## src/rtl/button_conditioner.sv

```systemverilog
`default_nettype none
// ============================================================================
// Module      : button_conditioner
// Description : Conditions raw board pushbuttons for the game logic in the
//               clk25 domain. Each channel has a 2-flop synchroniser, a
//               counter-based debounce FSM, one-cycle press/release strobes
//               and a hold-to-repeat strobe used for paddle movement.
// Revision    : 1.0 - initial release
// ----------------------------------------------------------------------------
// Ports
//   clk            in   1        pixel-domain clock (clk25)
//   rst_n          in   1        asynchronous active-low reset
//   btn_raw_i      in   NUM_BTN  raw asynchronous pushbuttons, active high
//   btn_level_o    out  NUM_BTN  debounced button level
//   btn_press_o    out  NUM_BTN  1-cycle strobe on debounced rising edge
//   btn_release_o  out  NUM_BTN  1-cycle strobe on debounced falling edge
//   btn_repeat_o   out  NUM_BTN  strobe on press, then auto-repeat while held
// ============================================================================
module button_conditioner #(
  parameter int NUM_BTN       = 4,
  parameter int DEBOUNCE_CYC  = 250000,
  parameter int REPEAT_DELAY  = 6250000,
  parameter int REPEAT_PERIOD = 625000
) (
  input  logic               clk,
  input  logic               rst_n,
  input  logic [NUM_BTN-1:0] btn_raw_i,
  output logic [NUM_BTN-1:0] btn_level_o,
  output logic [NUM_BTN-1:0] btn_press_o,
  output logic [NUM_BTN-1:0] btn_release_o,
  output logic [NUM_BTN-1:0] btn_repeat_o
);

  localparam int CNT_W  = $clog2(DEBOUNCE_CYC + 1);
  localparam int RMAX   = (REPEAT_DELAY > REPEAT_PERIOD) ? REPEAT_DELAY : REPEAT_PERIOD;
  localparam int RCNT_W = $clog2(RMAX + 1);

  localparam logic [CNT_W-1:0]  DEB_LAST  = CNT_W'(DEBOUNCE_CYC - 1);
  localparam logic [CNT_W-1:0]  DEB_SAT   = CNT_W'(DEBOUNCE_CYC);
  localparam logic [CNT_W-1:0]  CNT_ONE   = CNT_W'(1);
  localparam logic [RCNT_W-1:0] RDLY_LAST = RCNT_W'(REPEAT_DELAY - 1);
  localparam logic [RCNT_W-1:0] RPER_LAST = RCNT_W'(REPEAT_PERIOD - 1);
  localparam logic [RCNT_W-1:0] RCNT_SAT  = RCNT_W'(RMAX);
  localparam logic [RCNT_W-1:0] RCNT_ONE  = RCNT_W'(1);

  typedef enum logic [1:0] {
    ST_IDLE   = 2'd0,
    ST_CHK_HI = 2'd1,
    ST_HELD   = 2'd2,
    ST_CHK_LO = 2'd3
  } state_e;

  // Two-flop synchroniser; only s2_q is used by the channel logic.
  logic [NUM_BTN-1:0] s1_q;
  logic [NUM_BTN-1:0] s2_q;

  always_ff @(posedge clk or negedge rst_n) begin
    if (!rst_n) begin
      s1_q <= '0;
      s2_q <= '0;
    end else begin
      s1_q <= btn_raw_i;
      s2_q <= s1_q;
    end
  end

  for (genvar i = 0; i < NUM_BTN; i++) begin : g_chan
    state_e            state_q, state_d;
    logic [CNT_W-1:0]  cnt_q, cnt_d;
    logic [RCNT_W-1:0] rcnt_q, rcnt_d;
    logic              rphase_q, rphase_d;   // 0: waiting initial delay, 1: periodic
    logic              level_q, level_d;
    logic              press_q, press_d;
    logic              release_q, release_d;
    logic              repeat_q, repeat_d;
    logic              w_s2;
    logic              w_rep_hit;

    assign w_s2 = s2_q[i];

    // Debounce FSM next-state and edge strobes.
    always_comb begin
      state_d   = state_q;
      cnt_d     = cnt_q;
      press_d   = 1'b0;
      release_d = 1'b0;
      unique case (state_q)
        ST_IDLE: begin
          if (w_s2) begin
            state_d = ST_CHK_HI;
            cnt_d   = CNT_ONE;
          end
        end
        ST_CHK_HI: begin
          if (!w_s2) begin
            state_d = ST_IDLE;
            cnt_d   = '0;
          end else if (cnt_q == DEB_LAST) begin
            state_d = ST_HELD;
            cnt_d   = '0;
            press_d = 1'b1;
          end else if (cnt_q != DEB_SAT) begin
            cnt_d = cnt_q + CNT_ONE;
          end
        end
        ST_HELD: begin
          if (!w_s2) begin
            state_d = ST_CHK_LO;
            cnt_d   = CNT_ONE;
          end
        end
        ST_CHK_LO: begin
          if (w_s2) begin
            state_d = ST_HELD;
            cnt_d   = '0;
          end else if (cnt_q == DEB_LAST) begin
            state_d   = ST_IDLE;
            cnt_d     = '0;
            release_d = 1'b1;
          end else if (cnt_q != DEB_SAT) begin
            cnt_d = cnt_q + CNT_ONE;
          end
        end
        default: begin
          state_d = ST_IDLE;
          cnt_d   = '0;
        end
      endcase
      level_d = (state_d == ST_HELD) || (state_d == ST_CHK_LO);
    end

    // The terminal count depends on whether the first repeat has fired yet.
    assign w_rep_hit = rphase_q ? (rcnt_q == RPER_LAST) : (rcnt_q == RDLY_LAST);

    // Auto-repeat: strobe on press, then after the delay, then periodically.
    // Leaving the held region (release) clears the counter without a strobe.
    always_comb begin
      rcnt_d   = rcnt_q;
      rphase_d = rphase_q;
      repeat_d = 1'b0;
      if (press_d) begin
        rcnt_d   = '0;
        rphase_d = 1'b0;
        repeat_d = 1'b1;
      end else if (level_d) begin
        if (w_rep_hit) begin
          rcnt_d   = '0;
          rphase_d = 1'b1;
          repeat_d = 1'b1;
        end else if (rcnt_q != RCNT_SAT) begin
          rcnt_d = rcnt_q + RCNT_ONE;
        end
      end else begin
        rcnt_d   = '0;
        rphase_d = 1'b0;
      end
    end

    always_ff @(posedge clk or negedge rst_n) begin
      if (!rst_n) begin
        state_q   <= ST_IDLE;
        cnt_q     <= '0;
        rcnt_q    <= '0;
        rphase_q  <= 1'b0;
        level_q   <= 1'b0;
        press_q   <= 1'b0;
        release_q <= 1'b0;
        repeat_q  <= 1'b0;
      end else begin
        state_q   <= state_d;
        cnt_q     <= cnt_d;
        rcnt_q    <= rcnt_d;
        rphase_q  <= rphase_d;
        level_q   <= level_d;
        press_q   <= press_d;
        release_q <= release_d;
        repeat_q  <= repeat_d;
      end
    end

    assign btn_level_o[i]   = level_q;
    assign btn_press_o[i]   = press_q;
    assign btn_release_o[i] = release_q;
    assign btn_repeat_o[i]  = repeat_q;
  end

endmodule
`default_nettype wire

```

## config.mk

```make
export PLATFORM = sky130hd
export DESIGN_NAME = button_conditioner
export DESIGN_NICKNAME = d
export VERILOG_FILES = /design/src/rtl/button_conditioner.sv
export SDC_FILE = /design/constraint.sdc
export NUM_CORES = 1
export LEC_CHECK = 0
export BUFFER_PORTS_ARGS = -buffer_cell sky130_fd_sc_hd__buf_2
export CELL_PAD_IN_SITES_DETAIL_PLACEMENT = 0
export CELL_PAD_IN_SITES_GLOBAL_PLACEMENT = 2
export CORE_UTILIZATION = 41
export DETAILED_ROUTE_END_ITERATION = 10
export HOLD_SLACK_MARGIN = 0.08
export PLACE_DENSITY_LB_ADDON = 0.05
export SLEW_MARGIN = 5
export SYNTH_ARGS = -nofsm -noshare
export SYNTH_HDL_FRONTEND = slang
export SYNTH_SLANG_ARGS = --single-unit
export TNS_END_PERCENT = 100
```

## constraint.sdc

```tcl
create_clock -name clk -period 2.5 [get_ports clk]
set_clock_uncertainty 0.15 [all_clocks]
set_input_delay 0 -clock clk [delete_from_list [all_inputs] [get_ports clk]]
set_output_delay 0 -clock clk [all_outputs]
set_load 0.02 [all_outputs]
```

## Word-level counts from Yosys, hierarchy flattened

Index checks and enable logic that the tools add are counted.

- Register bits after elaboration: 200
- Output and inout bits: 16
- Logic and storage cells: 230

- Add/subtract/negate cells: 8
- Equal/unequal tests: 56
- Mux-type cells: 120
- Reductions and logical operators: 12

Operators with widths:

| operator | count |
|---|---|
| $mux 18 | 24 |
| $mux 23 | 16 |
| $pmux 18 s4 | 4 |
| $add 23x1->23 const B | 4 |
| $eq 23x20->1 const B | 4 |
| $eq 23x23->1 const B | 4 |
| $ne 23x23->1 const B | 4 |
| $add 18x1->18 const B | 4 |
| $eq 18x18->1 const B | 4 |
| $ne 18x18->1 const B | 4 |
| $mux 1 | 48 |
| $mux 2 | 24 |
| $eq 2x2->1 const B | 16 |
| $pmux 2 s4 | 4 |
| $ne 2x2->1 const B | 8 |
| $ne 4x1->1 const B | 4 |
| $ne 3x1->1 const B | 4 |
| $eq 2x1->1 const B | 4 |
| $logic_not 2->1 | 4 |
| $reduce_and 2->1 | 4 |
| $logic_or 1x1->1 | 4 |

## Longest topological paths before layout

- Depth in word-level cells: 8
- Mapped depth: 8
- Depth with buffers taken out: 7

## Worst setup path after synthesis

No wires, ideal clock.

- Path kind: register -> register
- Start: reg g_chan[0].cnt_q[8]
- End: reg g_chan[0].rcnt_q[10]
- Library setup time: 119 ps
- Arrival: 1891 ps
- Path slack: 340 ps
- Cell stages (with the launch flop): 7
- Buffers on the path: 1
- Clock period less this slack: 2160 ps
- Path through: dfrtp_1 -> or4_4 -> nor4_4 -> nand3_4 -> o211ai_4 -> buf_6 -> nor2_2

- Cells in the longest elaborated chain, start to end: 8
- Elaborated cells on any way between the ends: 15

Ends and longest elaborated chain:

| what | RTL line | RTL |
|---|---|---|
| from (decl) | 69 | `logic [CNT_W-1:0] cnt_q, cnt_d;` |
| from (signal assigned) | 171 | `cnt_q <= cnt_d;` |
| $eq 18x18->1 * | 98, 116 |  |
| $mux 2 (on tied branches) | 116, 98 |  |
| $mux 2 (on tied branches) | 113, 95 |  |
| $pmux 2 s4 | 87 | `unique case (state_q)` |
| $eq 2x2->1 | 129 | `level_d = (state_d == ST_HELD) \|\| (state_d == ST_CHK_LO);` |
| $logic_or 1x1->1 | 129 |  |
| $mux 23 | 145 | `end else if (level_d) begin` |
| $mux 23 | 141 | `if (press_d) begin` |
| to (signal assigned) | 172 | `rcnt_q <= rcnt_d;` |
| to (decl) | 70 | `logic [RCNT_W-1:0] rcnt_q, rcnt_d;` |

Mark *: on every way between the ends. The rest lies on a longest branch, timed or not.
A chain may end at the register's enable or synchronous reset.

## Worst setup path in the final report

- Start: reg g_chan[0].cnt_q[8]
- End: reg g_chan[0].rcnt_q[1]

Same word-level chain as after synthesis.

==> impl_metrics.csv <==
group,metric,value,unit
final_layout,final_cell_mix,"dfrtp_1, nor2_1, nand3_1, nand2_1, xor2_1",
final_layout,layout_commonest_cell,"dfrtp_1",
synth,ys_seq_area_share,47.3,%
sta,tightestPinTransition,0.582,ns
final_layout,synthToLayoutAreaGrowth,12.9,%
pwr,ir_drop,424,uV
final_layout,finalNetCount,1173,
worst_hold_path,min_path_cells,0,
synth,syn_inst,1104,
worst_setup_path,crit_end,"g_chan[0].rcnt_q[1]",
placed_design,gp_congestion,0.762,
final_layout,drive_above_1_share,12.4,%
synth,yosysTopAreaCellShare,47.3,%
synth,ys_ff_latch,200,
pwr,cellLeakagePower,4.82,nW
clock_tree,numCtsBuffers,17,
placed_design,dp_hpwl,15.4,mm
sta,setup-violations-final,0,
clock_tree,clk_pin_slew_worst_paths,0.08,ns
sta,drv_slew,0,
placed_design,portBuffers,21,
sta,fmax,432,MHz
synth,yosysWarningCount,0,
worst_setup_path,path_class,"register to register",
die,dieArea,26500,sq um
die,core-area,25300,sq um
clock_tree,clk_path_buf_depth,2,
clock_tree,clkLatencyLatePin,0.43,ns
global_route,first_global_vias,7754,
routing,vias_per_cell,5.41,
sta,relSlewSlack,61.2,%
worst_setup_path,cp.required,2.67,ns
global_route,antenna_found_initial,0,
die,fp.dieH,163,um
synth,synth-edff-count,0,
routing,initialDrtViolationCount,417,
worst_setup_path,worstRegToRegCells,6,
global_route,grt.overflow.total,0,
worst_setup_path,r2r_start,"g_chan[0].cnt_q[8]",
synth,synthArstFlopShare,100,%
sta,whs,0.201,ns
routing,route.detailed.drc,0,
worst_setup_path,startpoint,"g_chan[0].cnt_q[8]",
sta,fin_crit,2.31,ns
die,initial_core_util,41.9,%
synth,synth.net_count,1126,
global_route,grt_max_degree,70,
sta,hold_viol_final,0,
sta,fin_tns_setup,0,ns
sta,fin_crit_sh,92.6,%
worst_setup_path,critPathMaxFanout,23,
die,ios,22,
status,status,"complete, no violations",
die,fp.dieW,163,um
final_layout,fillers,2441,
clock_tree,root_buffer,"clkbuf_16",
worst_setup_path,r2r-end,"g_chan[0].rcnt_q[1]",
pwr,p_per_area,546,nW/um^2
worst_setup_path,rrSetupSlack,0.19,ns
die,rows,58,
routing,antenna_left,0,
synth,synth_flop_cell,"dfrtp_1",
clock_tree,cts_tree,"done",
global_route,grt_pass1_wl,39.7,mm
job,drv_cap,0,
global_route,grt_use_total,18.4,%
worst_hold_path,min_path_type,"register to register",
worst_setup_path,worstSetupEndpointType,"register",
worst_setup_path,cp.arrival,2.48,ns
clock_tree,htree_levels,4,
routing,via_count,8082,
synth,syn_area,10600,sq um
clock_tree,clkSinkCount,200,
synth,synth_cell_types,71,
final_layout,diodes,0,
sta,rsz0062_at_grt,"no",
routing,wl_per_cell,15.4,um
synth,synth_top_cell_by_area,"dfrtp_1",
routing,wirelength,23.0,mm
synth,synthTopCellsByArea,"dfrtp_1, xor2_1, nor2_1",
worst_setup_path,startpoint_type,"register",
synth,syn_avg_cell_area,9.59,sq um
routing,first_pass_iters,4,
flip-flops by register name (all words and copies together) (netlist names):
register          count
g_chan.level_q        4
g_chan.cnt_q         72
g_chan.press_q        4
g_chan.release_q      4
g_chan.rphase_q       4
g_chan.state_q        8
s2_q                  4
g_chan.repeat_q       4
g_chan.rcnt_q        92
s1_q                  4
metrics by stage:
step	power [mW]	cells	utilization, %	setup WS (ns)	cell area [sq um]
2_1_floorplan	3.49	1104	-	0.340	10600
5_1_grt	6.80	1494	47.3	0.0241	12000
3_5_place_dp	3.63	1452	44.5	0.183	11200
4_1_cts	6.64	1494	47.3	0.160	12000
6_report	6.53	1494	47.3	0.186	12000
3_3_place_gp	3.63	1452	44.5	0.218	11200
power by group:
part           internal, mW  leakage [nW]  total (mW)  switching [mW]
Combinational        0.0884          1.77       0.259           0.171
Sequential             3.26          2.75        3.31          0.0432
Clock                  1.71         0.294        2.97            1.26
Total                  5.06          4.82        6.53            1.47
worst max-delay path, stage by stage (launching register included):
cell	delay, ns
dfrtp_1	0.43
or4_4	0.57
nor4_4	0.37
nand3_4	0.17
o211ai_4	0.21
buf_12	0.22
nor2_1	0.07
what timing repair did:
action                    in CTS  in global routing
hold buffers                  10                  0
buffers inserted               0                  0
hold endpoints to repair     204                  0
resized for setup              0                  0
synthesized netlist by cell type (all sizes together) (9+ instances only):
cell type and number:
a21o 9, a21oi 41, a22o 10, a31oi 30, and2 9, and3 24
and4 12, buf 31, clkbuf 12, dfrtp 200, ha 16, inv 34
mux2i 9, nand2 79, nand2b 20, nand3 91, nand4 33, nor2 142
nor3 23, nor3b 10, nor4 22, o21ai 47, xnor2 30, xor2 70
how the worst min path moves through the flow:
| stage | start | endpoint |
|---|---|---|
| 2_1_floorplan | rst_n | g_chan[0].cnt_q[0] |
| 3_3_place_gp | rst_n | g_chan[1].cnt_q[3] |
| 3_5_place_dp | rst_n | g_chan[1].cnt_q[3] |
| 4_1_cts | s1_q[1] | s2_q[1] |
| 5_1_grt | s1_q[1] | s2_q[1] |
| 6_report | s1_q[1] | s2_q[1] |
per-layer routing:
layer	part of all wire [%]	GRT usage, %
met5	0	0
met1	53	27.3
met2	44	27.8
met3	2.4	3.34
met4	0.78	3.78
cells by family (layout without fill, tap and decap cells):
group                      count (synthesis)  count (layout)  synth area share (%)
muxes                                     17              17                  1.70
adders and majority gates                 16              16                  1.89
xor gates and xnor gates                 100             100                  8.27
AOI/OAI and AO/OA                        174             174                  10.6
buffers and inverters                     77             137                  3.64
and+or+nand+nor                          520             520                  26.6
DFF                                      200             200                  47.3
area by class of cell:
type	count	area, sq um	area share [%]
Clock inverter	11	170	1.42
Timing Repair Buffer	71	591	4.94
Sequential cell	200	5000	41.9
Inverter	34	128	1.07
Tap cell	330	413	3.45
Clock buffer	21	450	3.77
Multi-Input combinational cell	827	5200	43.5
No activity file was read; power rests on OpenSTA's default activity.
